`src/rtl/baby_mem_pkg.sv`:
```
// baby_mem_pkg
// Shared types and constants for the Manchester Baby external memory bridge.
// Contents: bridge FSM state enum, word/byte geometry, command byte layout,
// read/write encoding shared with the core's RAM port, command byte builder.
package baby_mem_pkg;

  typedef enum logic [2:0] {
    ST_IDLE,
    ST_CMD,
    ST_WDATA,
    ST_TURN,
    ST_RDATA,
    ST_DONE
  } state_t;

  localparam int BYTES_PER_WORD = 4;
  localparam int IDX_W          = 2;
  localparam logic [IDX_W-1:0] LAST_IDX = IDX_W'(BYTES_PER_WORD - 1);

  // Command byte: {rw, pad, addr}
  localparam int CMD_ADDR_W = 5;
  localparam int CMD_PAD_W  = 2;
  localparam int CMD_RW_BIT = CMD_PAD_W + CMD_ADDR_W;

  // Same encoding as the core's ram_rw_en_o
  localparam logic RW_READ  = 1'b0;
  localparam logic RW_WRITE = 1'b1;

  function automatic logic [7:0] make_cmd(input logic rw,
                                          input logic [CMD_ADDR_W-1:0] addr);
    logic [7:0] c;
    c                 = '0;
    c[CMD_RW_BIT]     = rw;
    c[CMD_ADDR_W-1:0] = addr;
    return c;
  endfunction

endpackage

```
`src/rtl/baby_byte_lane.sv`:
```
// baby_byte_lane
// 32-bit word <-> byte converter used by the bridge for both directions.
// Ports:
//   clk, srst      clock, synchronous active-high reset
//   load/load_word capture a whole word (write data from the core)
//   shift_en/shift_byte/idx  write one received byte into byte[idx]
//   rd_idx/cur_byte          byte currently selected for transmission
//   merged         stored word with byte[idx] replaced by shift_byte, so the
//                  final read beat can be returned without waiting a cycle
module baby_byte_lane
  import baby_mem_pkg::*;
(
  input  logic             clk,
  input  logic             srst,
  input  logic             load,
  input  logic [31:0]      load_word,
  input  logic             shift_en,
  input  logic [7:0]       shift_byte,
  input  logic [IDX_W-1:0] idx,
  input  logic [IDX_W-1:0] rd_idx,
  output logic [31:0]      merged,
  output logic [7:0]       cur_byte
);

  logic [31:0] word_reg;

  for (genvar gi = 0; gi < BYTES_PER_WORD; gi++) begin : g_byte
    assign merged[gi*8 +: 8] = (idx == IDX_W'(gi)) ? shift_byte : word_reg[gi*8 +: 8];
  end

  assign cur_byte = word_reg[rd_idx*8 +: 8];

  always_ff @(posedge clk) begin
    if (srst) begin
      word_reg <= '0;
    end else if (load) begin
      word_reg <= load_word;
    end else if (shift_en) begin
      word_reg <= merged;
    end
  end

endmodule

```
`src/rtl/baby_mem_bridge.sv`:
```
// baby_mem_bridge
// Converts 32-bit core word accesses into byte-serial transactions on an
// 8-bit strobe/ready bus: a command byte, then four data bytes LSB first
// (with a one-cycle turnaround before read data). Every access ends with a
// one-cycle ack; a beat stalled for TIMEOUT_CYCLES aborts the access and
// sets a sticky timeout flag.
// Ports:
//   clock, reset_i              clock, synchronous active-high reset
//   core_req/rw/addr/data_i     core request (held until ack)
//   core_data_o, core_ack_o     last completed read word, completion pulse
//   timeout_o                   sticky abort indicator
//   ext_data_o/i, ext_oe_o      external byte bus and drive enable
//   ext_strobe_o, ext_ready_i   beat handshake
// All outputs are registered; they are set up on the edge entering a state.
module baby_mem_bridge
  import baby_mem_pkg::*;
#(
  parameter int TIMEOUT_CYCLES = 255
) (
  input  logic        clock,
  input  logic        reset_i,
  input  logic        core_req_i,
  input  logic        core_rw_i,
  input  logic [4:0]  core_addr_i,
  input  logic [31:0] core_data_i,
  output logic [31:0] core_data_o,
  output logic        core_ack_o,
  output logic        timeout_o,
  output logic [7:0]  ext_data_o,
  input  logic [7:0]  ext_data_i,
  output logic        ext_oe_o,
  output logic        ext_strobe_o,
  input  logic        ext_ready_i
);

  state_t           state_reg;
  logic             rw_reg;
  logic [IDX_W-1:0] idx_reg;
  logic [7:0]       tmo_cnt_reg;

  logic             beat;
  logic             stall;
  logic             abort;
  logic             lane_load;
  logic             lane_shift;
  logic [IDX_W-1:0] lane_rd_idx;
  logic [31:0]      lane_merged;
  logic [7:0]       lane_byte;

  // Strobe is only ever high in CMD/WDATA/RDATA, so ready is ignored elsewhere.
  assign beat  = ext_strobe_o & ext_ready_i;
  assign stall = ext_strobe_o & ~ext_ready_i;
  // This stall would be the TIMEOUT_CYCLES-th consecutive one on the beat.
  assign abort = stall && (tmo_cnt_reg == 8'(TIMEOUT_CYCLES - 1));

  assign lane_load  = (state_reg == ST_IDLE) && core_req_i;
  assign lane_shift = (state_reg == ST_RDATA) && beat;
  // Look one byte ahead so the next data byte is registered on the beat edge.
  assign lane_rd_idx = (state_reg == ST_WDATA) ? idx_reg + 2'd1 : 2'd0;

  baby_byte_lane u_lane (
    .clk        (clock),
    .srst       (reset_i),
    .load       (lane_load),
    .load_word  (core_data_i),
    .shift_en   (lane_shift),
    .shift_byte (ext_data_i),
    .idx        (idx_reg),
    .rd_idx     (lane_rd_idx),
    .merged     (lane_merged),
    .cur_byte   (lane_byte)
  );

  always_ff @(posedge clock) begin
    if (reset_i) begin
      state_reg    <= ST_IDLE;
      rw_reg       <= RW_READ;
      idx_reg      <= '0;
      tmo_cnt_reg  <= '0;
      core_data_o  <= '0;
      core_ack_o   <= 1'b0;
      timeout_o    <= 1'b0;
      ext_data_o   <= '0;
      ext_oe_o     <= 1'b0;
      ext_strobe_o <= 1'b0;
    end else begin
      core_ack_o <= 1'b0;
      case (state_reg)
        ST_IDLE: begin
          if (core_req_i) begin
            rw_reg       <= core_rw_i;
            idx_reg      <= '0;
            tmo_cnt_reg  <= '0;
            ext_data_o   <= make_cmd(core_rw_i, core_addr_i);
            ext_oe_o     <= 1'b1;
            ext_strobe_o <= 1'b1;
            state_reg    <= ST_CMD;
          end
        end

        ST_CMD, ST_WDATA, ST_RDATA: begin
          if (beat) begin
            tmo_cnt_reg <= '0;
            if (state_reg == ST_CMD) begin
              if (rw_reg == RW_WRITE) begin
                ext_data_o <= lane_byte;
                state_reg  <= ST_WDATA;
              end else begin
                ext_oe_o     <= 1'b0;
                ext_strobe_o <= 1'b0;
                state_reg    <= ST_TURN;
              end
            end else if (idx_reg == LAST_IDX) begin
              if (state_reg == ST_RDATA) begin
                core_data_o <= lane_merged;
              end
              ext_oe_o     <= 1'b0;
              ext_strobe_o <= 1'b0;
              core_ack_o   <= 1'b1;
              state_reg    <= ST_DONE;
            end else begin
              idx_reg <= idx_reg + 2'd1;
              if (state_reg == ST_WDATA) begin
                ext_data_o <= lane_byte;
              end
            end
          end else if (abort) begin
            tmo_cnt_reg  <= '0;
            timeout_o    <= 1'b1;
            ext_oe_o     <= 1'b0;
            ext_strobe_o <= 1'b0;
            core_ack_o   <= 1'b1;
            state_reg    <= ST_DONE;
          end else if (stall) begin
            tmo_cnt_reg <= tmo_cnt_reg + 8'd1;
          end
        end

        ST_TURN: begin
          idx_reg      <= '0;
          tmo_cnt_reg  <= '0;
          ext_strobe_o <= 1'b1;
          state_reg    <= ST_RDATA;
        end

        ST_DONE: begin
          state_reg <= ST_IDLE;
        end

        default: begin
          state_reg <= ST_IDLE;
        end
      endcase
    end
  end

endmodule

```
`config.mk`:
```
export PLATFORM = sky130hd
export DESIGN_NAME = baby_mem_bridge
export DESIGN_NICKNAME = d
export VERILOG_FILES = /design/src/rtl/baby_mem_pkg.sv /design/src/rtl/baby_byte_lane.sv /design/src/rtl/baby_mem_bridge.sv
export SDC_FILE = /design/constraint.sdc
export NUM_CORES = 1
export LEC_CHECK = 0
export ABC_AREA = 1
export CAP_MARGIN = 5
export CELL_PAD_IN_SITES_DETAIL_PLACEMENT = 1
export CELL_PAD_IN_SITES_GLOBAL_PLACEMENT = 2
export CORE_MARGIN = 2
export CORE_UTILIZATION = 28
export DETAILED_ROUTE_END_ITERATION = 8
export HOLD_SLACK_MARGIN = 0.02
export PLACE_DENSITY_LB_ADDON = 0.1
export SLEW_MARGIN = 10
export SYNTH_ARGS = -nofsm -noshare
export SYNTH_HDL_FRONTEND = slang
export SYNTH_SLANG_ARGS = --single-unit
```
`constraint.sdc`:
```
create_clock -name clock -period 2.2 [get_ports clock]
set_input_delay 0.22 -clock clock [delete_from_list [all_inputs] [get_ports clock]]
set_output_delay 0.22 -clock clock [all_outputs]
set_load 0.005 [all_outputs]
```
After elaboration in Yosys (flattened, before gate mapping):

Cells that the tools add are included.

* ROM bits: 0
* bits in writable memories: 0
* register bits: 90
* output and inout bits: 44
* bits of input ports: 50
* memories kept: 0
* latch bits: 0

* multiply operators: 0
* divide/modulo/power cells: 0
* $lt $le $gt $ge: 0
* equality and inequality tests: 19
* mux-type cells: 43
* bitwise gates (word level): 6
* reductions and logical operators: 19
* add/subtract/negate cells: 2
* shifts and indexed selects: 1

Operators with widths (count)
* 8-bit 2-to-1 mux: 14
* 32-bit 2-to-1 mux: 2
* 32-bit by 6-bit indexed part select with 8-bit output: 1
* 8-bit case mux with 3 select lines: 1
* 5-bit AND reduction: 4
* 8-bit case mux with 2 select lines: 1
* 3-bit 2-to-1 mux: 5
* 3-bit inequality test (second input constant): 4
* 4-bit inequality test (second input constant): 3
* 1-bit 2-to-1 mux: 11
* 2-bit 2-to-1 mux: 5
* 3-bit case mux with 3 select lines: 1
* 3-bit AND reduction: 3
* 8-bit by 1-bit adder with 8-bit output (second input constant): 1
* 8-bit equality test (second input constant): 1
* 2-bit inequality test (second input constant): 4
* 3-bit by 2-bit equality test with 1-bit output (second input constant): 2
* 2-bit case mux with 3 select lines: 1
* 6-bit AND reduction: 1
* 2-bit equality test (second input constant): 2
* 1-bit inverter: 4
* 2-bit nonzero test: 2
* 3-bit by 1-bit equality test with 1-bit output (second input constant): 1
* 3-bit equality test (second input constant): 1
* other kinds (12): 15

Logic depth before layout (Yosys ltp):

Gate-level depths: netlist of run 1.

* depth in word-level cells: 8
* gate-level depth with buffers: 11
* depth with buffers taken out: 10

Modules after synthesis:

Synthesis of run 1 repeated with hierarchy kept, for this count alone.

* cell total of the unflattened synthesis: 745
* area, all modules: 4918.5 sq um

Modules (own cells, without submodules)
* baby_mem_bridge: cells an instance 377, area an instance 2570.0 sq um, times used 1, sequential area each 1161.1 sq um
* baby_byte_lane: cells an instance 368, area an instance 2348.5 sq um, times used 1, sequential area each 640.6 sq um

Least setup slack after synthesis of run 1:

No wires, ideal clock.

* path type: register to register
* start: register idx_reg[0]
* end: register ext_data_o[1]
* buffers on the path: 3
* setup slack: 0.185 ns
* stages on the path, launching flop included: 12
* setup time: 0.064 ns
* arrival: 1.951 ns
* required time: 2.136 ns
* path through: dfxtp_1 -> clkbuf_1 -> inv_1 -> buf_1 -> ha_1 -> nand3_1 -> buf_2 -> a21oi_1 -> nand2_1 -> a21oi_1 -> nor2_1 -> nor2_1

* longest elaborated chain between the ends: 8
* elaborated cells on any way between the ends: 12

Ends and longest elaborated chain
* start, declared: line baby_mem_bridge.sv:38 `logic [IDX_W-1:0] idx_reg;`
* start signal, assigned: line baby_mem_bridge.sv:122 `idx_reg <= idx_reg + 2'd1;`
* 2-bit by 1-bit adder with 2-bit output: line baby_mem_bridge.sv:59 `assign lane_rd_idx = (state_reg == ST_WDATA) ? idx_reg + 2'd1 : 2'd0;`
* 2-bit 2-to-1 mux: line baby_mem_bridge.sv:59
* 32-bit by 6-bit indexed part select with 8-bit output: line baby_byte_lane.sv:31 `assign cur_byte = word_reg[rd_idx*8 +: 8];`
* 8-bit 2-to-1 mux: line baby_mem_bridge.sv:123 `if (state_reg == ST_WDATA) begin`
* 8-bit 2-to-1 mux: line baby_mem_bridge.sv:113 `end else if (idx_reg == LAST_IDX) begin`
* 8-bit 2-to-1 mux: line baby_mem_bridge.sv:104 `if (state_reg == ST_CMD) begin`
* 8-bit 2-to-1 mux: line baby_mem_bridge.sv:102 `if (beat) begin`
* 8-bit case mux with 2 select lines: line baby_mem_bridge.sv:88 `case (state_reg)`
* end signal, assigned: line baby_mem_bridge.sv:94 `ext_data_o <= make_cmd(core_rw_i, core_addr_i);`
* end signal, assigned: line baby_mem_bridge.sv:106 `ext_data_o <= lane_byte;`
* end signal, assigned: line baby_mem_bridge.sv:124 `ext_data_o <= lane_byte;`
* end, declared: line baby_mem_bridge.sv:29 `output logic [7:0] ext_data_o,`

Several ways; a longest one is shown, not always the timed one. The select of a mux whose other input is x is not followed.
A chain may end at the register's enable or synchronous reset.

Final worst setup path of run 1:

* start: register idx_reg[1]
* end: register ext_data_o[7]

The elaborated chain is that of the path after synthesis.

==> run summary, run 1 <==
Dividing the detail-routed wire length by the instance count gives 16.5 microns. The number of global-route vias before repair was 5,107. The overall track demand over capacity in global routing is 19.0%. The overall die area came out at 0.0180 sq mm. The part of the cycle the worst path needs came out at 87.7%. The fill cell total of the finished layout is 2,119. Headroom to the max-slew limit came out at 65.2%. The post-route worst setup slack came out at 270 ps. The initial antenna violation count came out at 0. The net total in the final layout came out at 851.

Sequential cells were found to cover 37.9% of the synthesized design area. sky130_fd_sc_hd__dfxtp_1 takes more of the synthesized area than any other cell. The deepest level of the CTS H-tree is 3. In this run the critical register-to-register path is launched from idx_reg[1]. CTS placed an instance of sky130_fd_sc_hd__clkbuf_16 at the clock tree root. The worst-skew pair later-pin latency is 350 ps.

The vertical die dimension came out at 134 microns. The number of standard cells in the final layout excluding fillers came out at 1,019. The count of final max-slew check failures came to 0.

Once the clock tree was built, the resizer swapped 0 gates to a different size. The worst setup path is of the reg -> reg kind. The worst register-to-register path ends at ext_data_o[7]. The count of flip-flops with a built-in enable after synthesis is 0.

The total DRC errors in the routed layout is 0. The worst vdd rail ir drop is 490 uV. The count of inserted antenna diode cells came out at 0. The maximum fanout encountered on the critical timing path came out at 10. The power after layout is 6.83 mW.

The type of element launching the critical path is a register. Of all flip-flops after synthesis, the portion carrying an async set or reset was 0%. The I/O pin count came out at 94. The maximum number of pins on one net before global-route repair came out at 65. The total CTS buffers came out at 9. After detailed routing, the number of vias per cell comes to 4.78. The clock arrives with 6.59 ps of skew. After clock tree synthesis, the setup repair step added 0 buffers. The worst setup slack for register-to-register paths is 270 ps. The post-synthesis register bit count came out at 90.

The flow ran to the end, and the final reports show no timing, DRC or antenna violations. The via count of the routed design is 4,868. The time the worst path needs with I/O delays and setup is 1930 ps.

The setup slack at placement came out at 270 ps. After global routing the overflow that remains totals 0. In the final layout, the share of cells above drive strength 1 is 6.76%. The setup total negative slack is 0 ps. The number of warnings reported in the yosys synthesis log is 0. The number of design-rule violations left by the first detailed-router iteration is 189.

Max-cap violations in this run came to 0. The final-report hold violation count came out at 0. Setup repair after global routing left no endpoint under its margin. The number of cell instances on the worst register-to-register path is 9. The endpoint arrival time on the critical path came out at 2220 ps.

The portion of synthesized cell area occupied by the leading cell type came out at 37.9%. After floorplanning, the core was sized to cover 0.0166 sq mm. The critical path ends at ext_data_o[7]. The first-pass GRT wire length is 26,800 microns.

Setup violations remaining at the end of the flow were counted as 0. The most critical setup path has its startpoint at idx_reg[1]. The floorplan row count is 47.

The net count of the mapped netlist is 772. The average instance in the mapped netlist occupies 6.63 sq um. In this run, post-CTS hold repair placed 0 buffers. The most used standard cell by instance count after synthesis is sky130_fd_sc_hd__nand2_1.

The number of distinct library cell variants in the gate-level netlist after synthesis is 32. The utilization of the core after routing is 37.3%. The count of input and output buffers is 93. The worst setup path is captured at a register. The final wirelength came out at 16,800 microns. For this run, the detailed router's first-pass iteration total came to 4. By area the synthesized netlist is led by sky130_fd_sc_hd__dfxtp_1, sky130_fd_sc_hd__nand2_1, sky130_fd_sc_hd__o21ai_0.

The final-layout worst hold slack is 442 ps. The critical path data required time came out at 2490 ps. In this run the power density over the cells is 1100 mW/mm^2. For this design the static power due to leakage is 2.40 nW. Based on the critical path, the design can be clocked at up to 518 MHz.

Ranked by instance count, the synthesized netlist is headed by sky130_fd_sc_hd__nand2_1, sky130_fd_sc_hd__o21ai_0, sky130_fd_sc_hd__inv_1. The worst-margin pin slew is 523 ps. The horizontal die dimension is 134 microns. Summing all placed instances gives a cell area of 0.00590 sq mm.

The growth of design area from synthesis to finish is 30.4%. The HPWL after detailed placement came out at 12,400 microns. After technology mapping, the gate count stands at 716. The clock input transition at the sequential cells of the worst setup and hold paths came out at 70 ps. TritonCTS built the clock tree.

Counting tap cells, the placed design contains a total of 1,004 instances. The min-delay analysis places its worst path in the category reg -> reg. For this configuration, the core starts out at a cell density of 28.6%.

The remaining number of nets flagged by the antenna check after routing is 0. The clock sink count came out at 90. In this run the deepest clock path goes through 2 buffers. The final weighted congestion of routability-driven global placement is 0.886.

With fillers left out, the area of the finished cells amounts to 0.00619 sq mm. For this run, the leading register cell type out of synthesis is sky130_fd_sc_hd__dfxtp_1. The mapped netlist covers 0.00475 sq mm.
cell usage in the layout (no fill, tap or decap), types with 2 or more instances in the layout:
cell type                         count
sky130_fd_sc_hd__clkbuf_1             2
sky130_fd_sc_hd__clkbuf_16            9
sky130_fd_sc_hd__mux2_2               4
sky130_fd_sc_hd__dfxtp_1             90
sky130_fd_sc_hd__o21ai_1              6
sky130_fd_sc_hd__buf_12               2
sky130_fd_sc_hd__buf_4               15
sky130_fd_sc_hd__clkinv_2             2
sky130_fd_sc_hd__nor2_4               2
sky130_fd_sc_hd__nand3_4              2
sky130_fd_sc_hd__nor2_1              49
sky130_fd_sc_hd__o21ai_0             98
sky130_fd_sc_hd__inv_2                4
sky130_fd_sc_hd__nand3_2              4
sky130_fd_sc_hd__ha_1                 6
sky130_fd_sc_hd__nand4_1             11
sky130_fd_sc_hd__a21oi_1             59
sky130_fd_sc_hd__nand2_2              4
sky130_fd_sc_hd__nand2_1            181
sky130_fd_sc_hd__a31oi_1             32
sky130_fd_sc_hd__nand3_1             18
sky130_fd_sc_hd__nand3b_1             3
sky130_fd_sc_hd__inv_1               92
sky130_fd_sc_hd__clkdlybuf4s50_1     93
worst max-delay path: stages (launching register included):
cell and delay (ps):
sky130_fd_sc_hd__dfxtp_1 410, sky130_fd_sc_hd__inv_1 80, sky130_fd_sc_hd__ha_1 300, sky130_fd_sc_hd__nand3_1 210
sky130_fd_sc_hd__buf_4 260, sky130_fd_sc_hd__a21oi_1 130, sky130_fd_sc_hd__nand2_1 90, sky130_fd_sc_hd__a21oi_1 210
sky130_fd_sc_hd__nor2_1 90, sky130_fd_sc_hd__nor2_1 90
worst min path at each step:
stage	from	to	slack [ps]	cells after the start
after CTS	core_data_o[26]	core_data_o[26]	450	2
final	core_data_o[22]	core_data_o[22]	440	2
after detailed placement	core_data_o[26]	core_data_o[26]	440	2
after floorplan	core_data_i[2]	u_lane.word_reg[2]	380	2
after global routing	core_data_o[1]	core_data_o[1]	460	2
after global placement	core_data_o[19]	core_data_o[19]	430	2
logic make-up after synthesis:
family | share of synthesized area, %
AO/OA/AOI/OAI | 22.5
multiplexers | 0.949
AND/OR/NAND/NOR | 25.1
buffers and inverters | 11.9
flip-flops | 37.9
adder cells (fa/ha/maj) | 1.58
power by group:
part           leakage (nW)  internal [mW]  switching (mW)
Sequential            0.735           1.98           0.245
Clock                 0.142          0.904           0.667
Combinational          1.52           1.03            2.01
Total                  2.40           3.91            2.92
per-layer routing:
layer | share of wire (%) | wire (microns) | global-route usage (%) | vias up
li1 | - | - | - | 2473
met1 | 45 | 7530 | 22.9 | 2305
met2 | 50 | 8450 | 34.4 | 67
met3 | 2.6 | 444 | 3.10 | 23
met4 | 2.3 | 384 | 6.26 | 0
met5 | 0 | 0 | 0 | -
area by class of cell:
| type | instances | area [sq um] | share of cell area (%) |
|---|---|---|---|
| Clock buffer | 12 | 246 | 3.98 |
| Tap cell | 220 | 275 | 4.45 |
| Timing Repair Buffer | 110 | 1080 | 17.5 |
| Multi-Input combinational cell | 487 | 2380 | 38.4 |
| Clock inverter | 3 | 40.0 | 0.647 |
| Sequential cell | 90 | 1800 | 29.1 |
| Inverter | 97 | 364 | 5.88 |
(Power assumes the default switching activity.)
==> run 2: changes to the inputs <==
--- a/config.mk
+++ b/config.mk
@@ -12,7 +12,7 @@
 export CORE_MARGIN = 2
 export CORE_UTILIZATION = 28
 export DETAILED_ROUTE_END_ITERATION = 8
-export HOLD_SLACK_MARGIN = 0.02
+export HOLD_SLACK_MARGIN = 0.05
 export PLACE_DENSITY_LB_ADDON = 0.1
 export SLEW_MARGIN = 10
 export SYNTH_ARGS = -nofsm -noshare
==> results of run 2 <==
Final layout, timing and power as in run 1 (identical DEF).
==> run 3: changes to the inputs <==
--- a/config.mk
+++ b/config.mk
@@ -13,6 +13,7 @@
 export CORE_UTILIZATION = 28
 export DETAILED_ROUTE_END_ITERATION = 8
 export HOLD_SLACK_MARGIN = 0.05
+export MAX_ROUTING_LAYER = met4
 export PLACE_DENSITY_LB_ADDON = 0.1
 export SLEW_MARGIN = 10
 export SYNTH_ARGS = -nofsm -noshare
==> run 3 against run 2 <==
Effect of this change:
- clock skew rose by 1.3 ps
- worst setup slack got worse by 34 ps
- register-to-register slack got worse by 30 ps
- maximum frequency fell by 1.7%
- critical path depth fell by 2
- global-route usage rose by 0.81 points
- clock-buffer cell count fell by 1
- highest routed layer unchanged
==> run summary, run 3 (synthesis results as in run 1) <==
The run finished with clean final reports. The area inside the core boundary came out at 0.0166 sq mm (unchanged). The setup violation total in the final timing report is 0 (unchanged). The growth of design area from synthesis to finish is 30.3%. The effective utilization at floorplan came out at 28.6% (unchanged).

TritonCTS built the clock tree. The final-layout worst hold slack came out at 445 ps (+2.25 ps). The post-placement cell count is 1,003 (-0.10%). The largest stage delay on the critical path came out at 510 ps (+100 ps). The post-CTS setup buffer count is 0 (unchanged). The worst setup path is launched from a register. The vertical die dimension is 134 microns (unchanged).

The maximum buffer depth of the clock tree came out at 2 (unchanged). The worst-margin pin slew is 524 ps (+1.12 ps). The detailed-route vias per instance came out at 4.78 (about the same).

The final wirelength was 16,600 microns (-1.3%). The number of standard cells in the final layout excluding fillers was 1,019 (unchanged). The maximum fanout encountered on the critical timing path is 14 (+4). By startpoint and endpoint, the worst setup path is classified as reg -> reg. The library cell used most frequently in the layout, excluding fill and tap cells, is sky130_fd_sc_hd__nand2_1.

In this run the clock root is driven by a sky130_fd_sc_hd__clkbuf_16. The worst clock skew on the final layout came out at 7.87 ps (+1.28 ps). The I/O pin count came to 94 (unchanged).

The number of global-route vias before repair came out at 5,104 (-0.059%). The hold-critical path depth is 2 (unchanged). The top cell types in the final layout, fill and taps aside, are sky130_fd_sc_hd__nand2_1, sky130_fd_sc_hd__o21ai_0, sky130_fd_sc_hd__clkdlybuf4s50_1. The worst setup path is captured at a register. The critical path starts at state_reg[2]. The count of TritonRoute iterations in the first routing pass came out at 4 (unchanged). The worst relative slew slack is 65.1% (-0.074 points). The deepest level of the CTS H-tree came out at 3 (unchanged). The horizontal die dimension was 134 microns (unchanged). The max-cap check violation count came to 0 (unchanged). The fill cell total of the finished layout is 2,156 (+1.7%). The initial antenna violation count came out at 0 (unchanged). The setup total negative slack was 0 ps (unchanged). The final-report hold violation count is 0 (unchanged). The worst setup slack for register-to-register paths is 240 ps (-30 ps). The count of final max-slew check failures came out at 0 (unchanged).

In this run the worst hold path is classified as reg -> reg. The power after layout is 6.82 mW (-0.12%). For hold timing, the worst endpoint is core_data_o[29]. The maximum number of pins on one net before global-route repair is 65 (unchanged).

The endpoint arrival time on the critical path is 2210 ps (about the same). The worst register-to-register path ends at tmo_cnt_reg[0]. The worst-skew pair later-pin latency came out at 350 ps (about the same). The critical path goes through nor2_4 -> nand2_2 -> nand3_4 -> a21oi_2 -> inv_1 -> nor2_1 -> nor2_1. The via count of the routed design came out at 4,870 (+0.041%). The first-pass GRT wire length came out at 27,100 microns (+1.1%). The highest achievable clock rate came out at 509 MHz (-1.7%). The time the worst path needs with I/O delays and setup came out at 1960 ps (+33.7 ps). In this run the critical register-to-register path is launched from state_reg[2]. The HPWL after detailed placement is 12,300 microns (-1.1%).

The critical path buffer and inverter count is 1 (-1). The overall track demand over capacity in global routing is 19.9% (+0.81 points). The number of cell instances on the worst register-to-register path is 7 (-2). In this design, the critical path's most frequently occurring cell is sky130_fd_sc_hd__nor2_1. The utilization of the core after routing came out at 37.3% (-0.038 points). The count of inserted antenna diode cells came to 0 (unchanged). In this run the most critical hold path is launched from core_data_o[29]. Setup repair after global routing left no endpoint under its margin.

The slowest stage of the critical path is the sky130_fd_sc_hd__dfxtp_1 cell. The global route total overflow is 0 (unchanged). The final weighted congestion of routability-driven global placement is 0.877 (-1.0%). The average wire per standard cell is 16.3 microns (-1.3%). The remaining number of nets flagged by the antenna check after routing was 0 (unchanged).

The critical path data required time came out at 2440 ps (-50 ps). The share of post-route cells with drive strength above 1 is 6.76% (unchanged). The net total in the final layout came out at 850 (-0.12%). The leakage power is 2.39 nW (-0.51%).

The part of the cycle the worst path needs came out at 89.3% (+1.5 points). The number of design-rule violations left by the first detailed-router iteration came out at 203 (+7.4%). The clock sink count is 90 (unchanged).

The floorplan row count is 47 (unchanged). The total power density per cell area came out at 1100 mW/mm^2 (about the same). The clock input transition at the sequential cells of the worst setup and hold paths was 70 ps (about the same).

The worst vdd rail ir drop came out at 456 uV (-7.1%). The total DRC errors in the routed layout is 0 (unchanged). The count of input and output buffers was 93 (unchanged). The post-cts hold buffer count was 0 (unchanged). The total CTS buffers came out at 9 (unchanged). The overall die area is 0.0180 sq mm (unchanged).

The cell family with the largest share of critical-path delay is simple AND/OR/NAND/NOR gates. The number of gates resized after cts came out at 0 (unchanged).
==> run 3: layout make-up <==
type	count	area, sq um	area share, %
multi-input combinational	487	2380	38.5
sequential	90	1800	29.1
timing repair buffer	109	1080	17.4
inverter	97	364	5.89
tap	220	275	4.45
clock buffer	11	233	3.76
clock inverter	5	55.1	0.890
==> run 3: how the worst max path moves through the flow <==
stage	to	cells past startpoint	slack [ps]
floorplan	ext_data_o[1]	11	190
global placement	ext_data_o[7]	9	290
detailed placement	tmo_cnt_reg[0]	7	230
CTS	ext_data_o[7]	8	240
global route	tmo_cnt_reg[6]	7	30
finish	tmo_cnt_reg[0]	7	240
==> run 3: stage by stage <==
| stage | cell area, sq um | setup slack, ps |
|---|---|---|
| after global routing | 6180 | 33.5 |
| after detailed placement | 5900 | 233 |
| after global placement | 5900 | 289 |
| after CTS | 6180 | 235 |
| final | 6180 | 236 |
| after floorplan | 4750 | 185 |
==> run 3: metal layers <==
metal	global-route usage, %	vias to the layer above	routed length, microns
met5	-	-	0
met4	5.03	0	264
met3	3.55	11	502
met2	33.8	68	8260
met1	24.3	2317	7580
li1	-	2474	-
==> run 3: where the power goes <==
part / switching, mW / leakage (nW) / internal (mW) / total [mW]
combinational: 2.02 / 1.52 / 1.02 / 3.05
sequential: 0.242 / 0.735 / 1.98 / 2.22
clock: 0.682 / 0.136 / 0.878 / 1.56
==> run 3: worst min-delay path: cells and delay by family, from the launching register on <==
| kind | cells | cell delay [ps] |
|---|---|---|
| compound gates | 1 | 50 |
| buf+inv | 1 | 50 |
| flops | 1 | 310 |
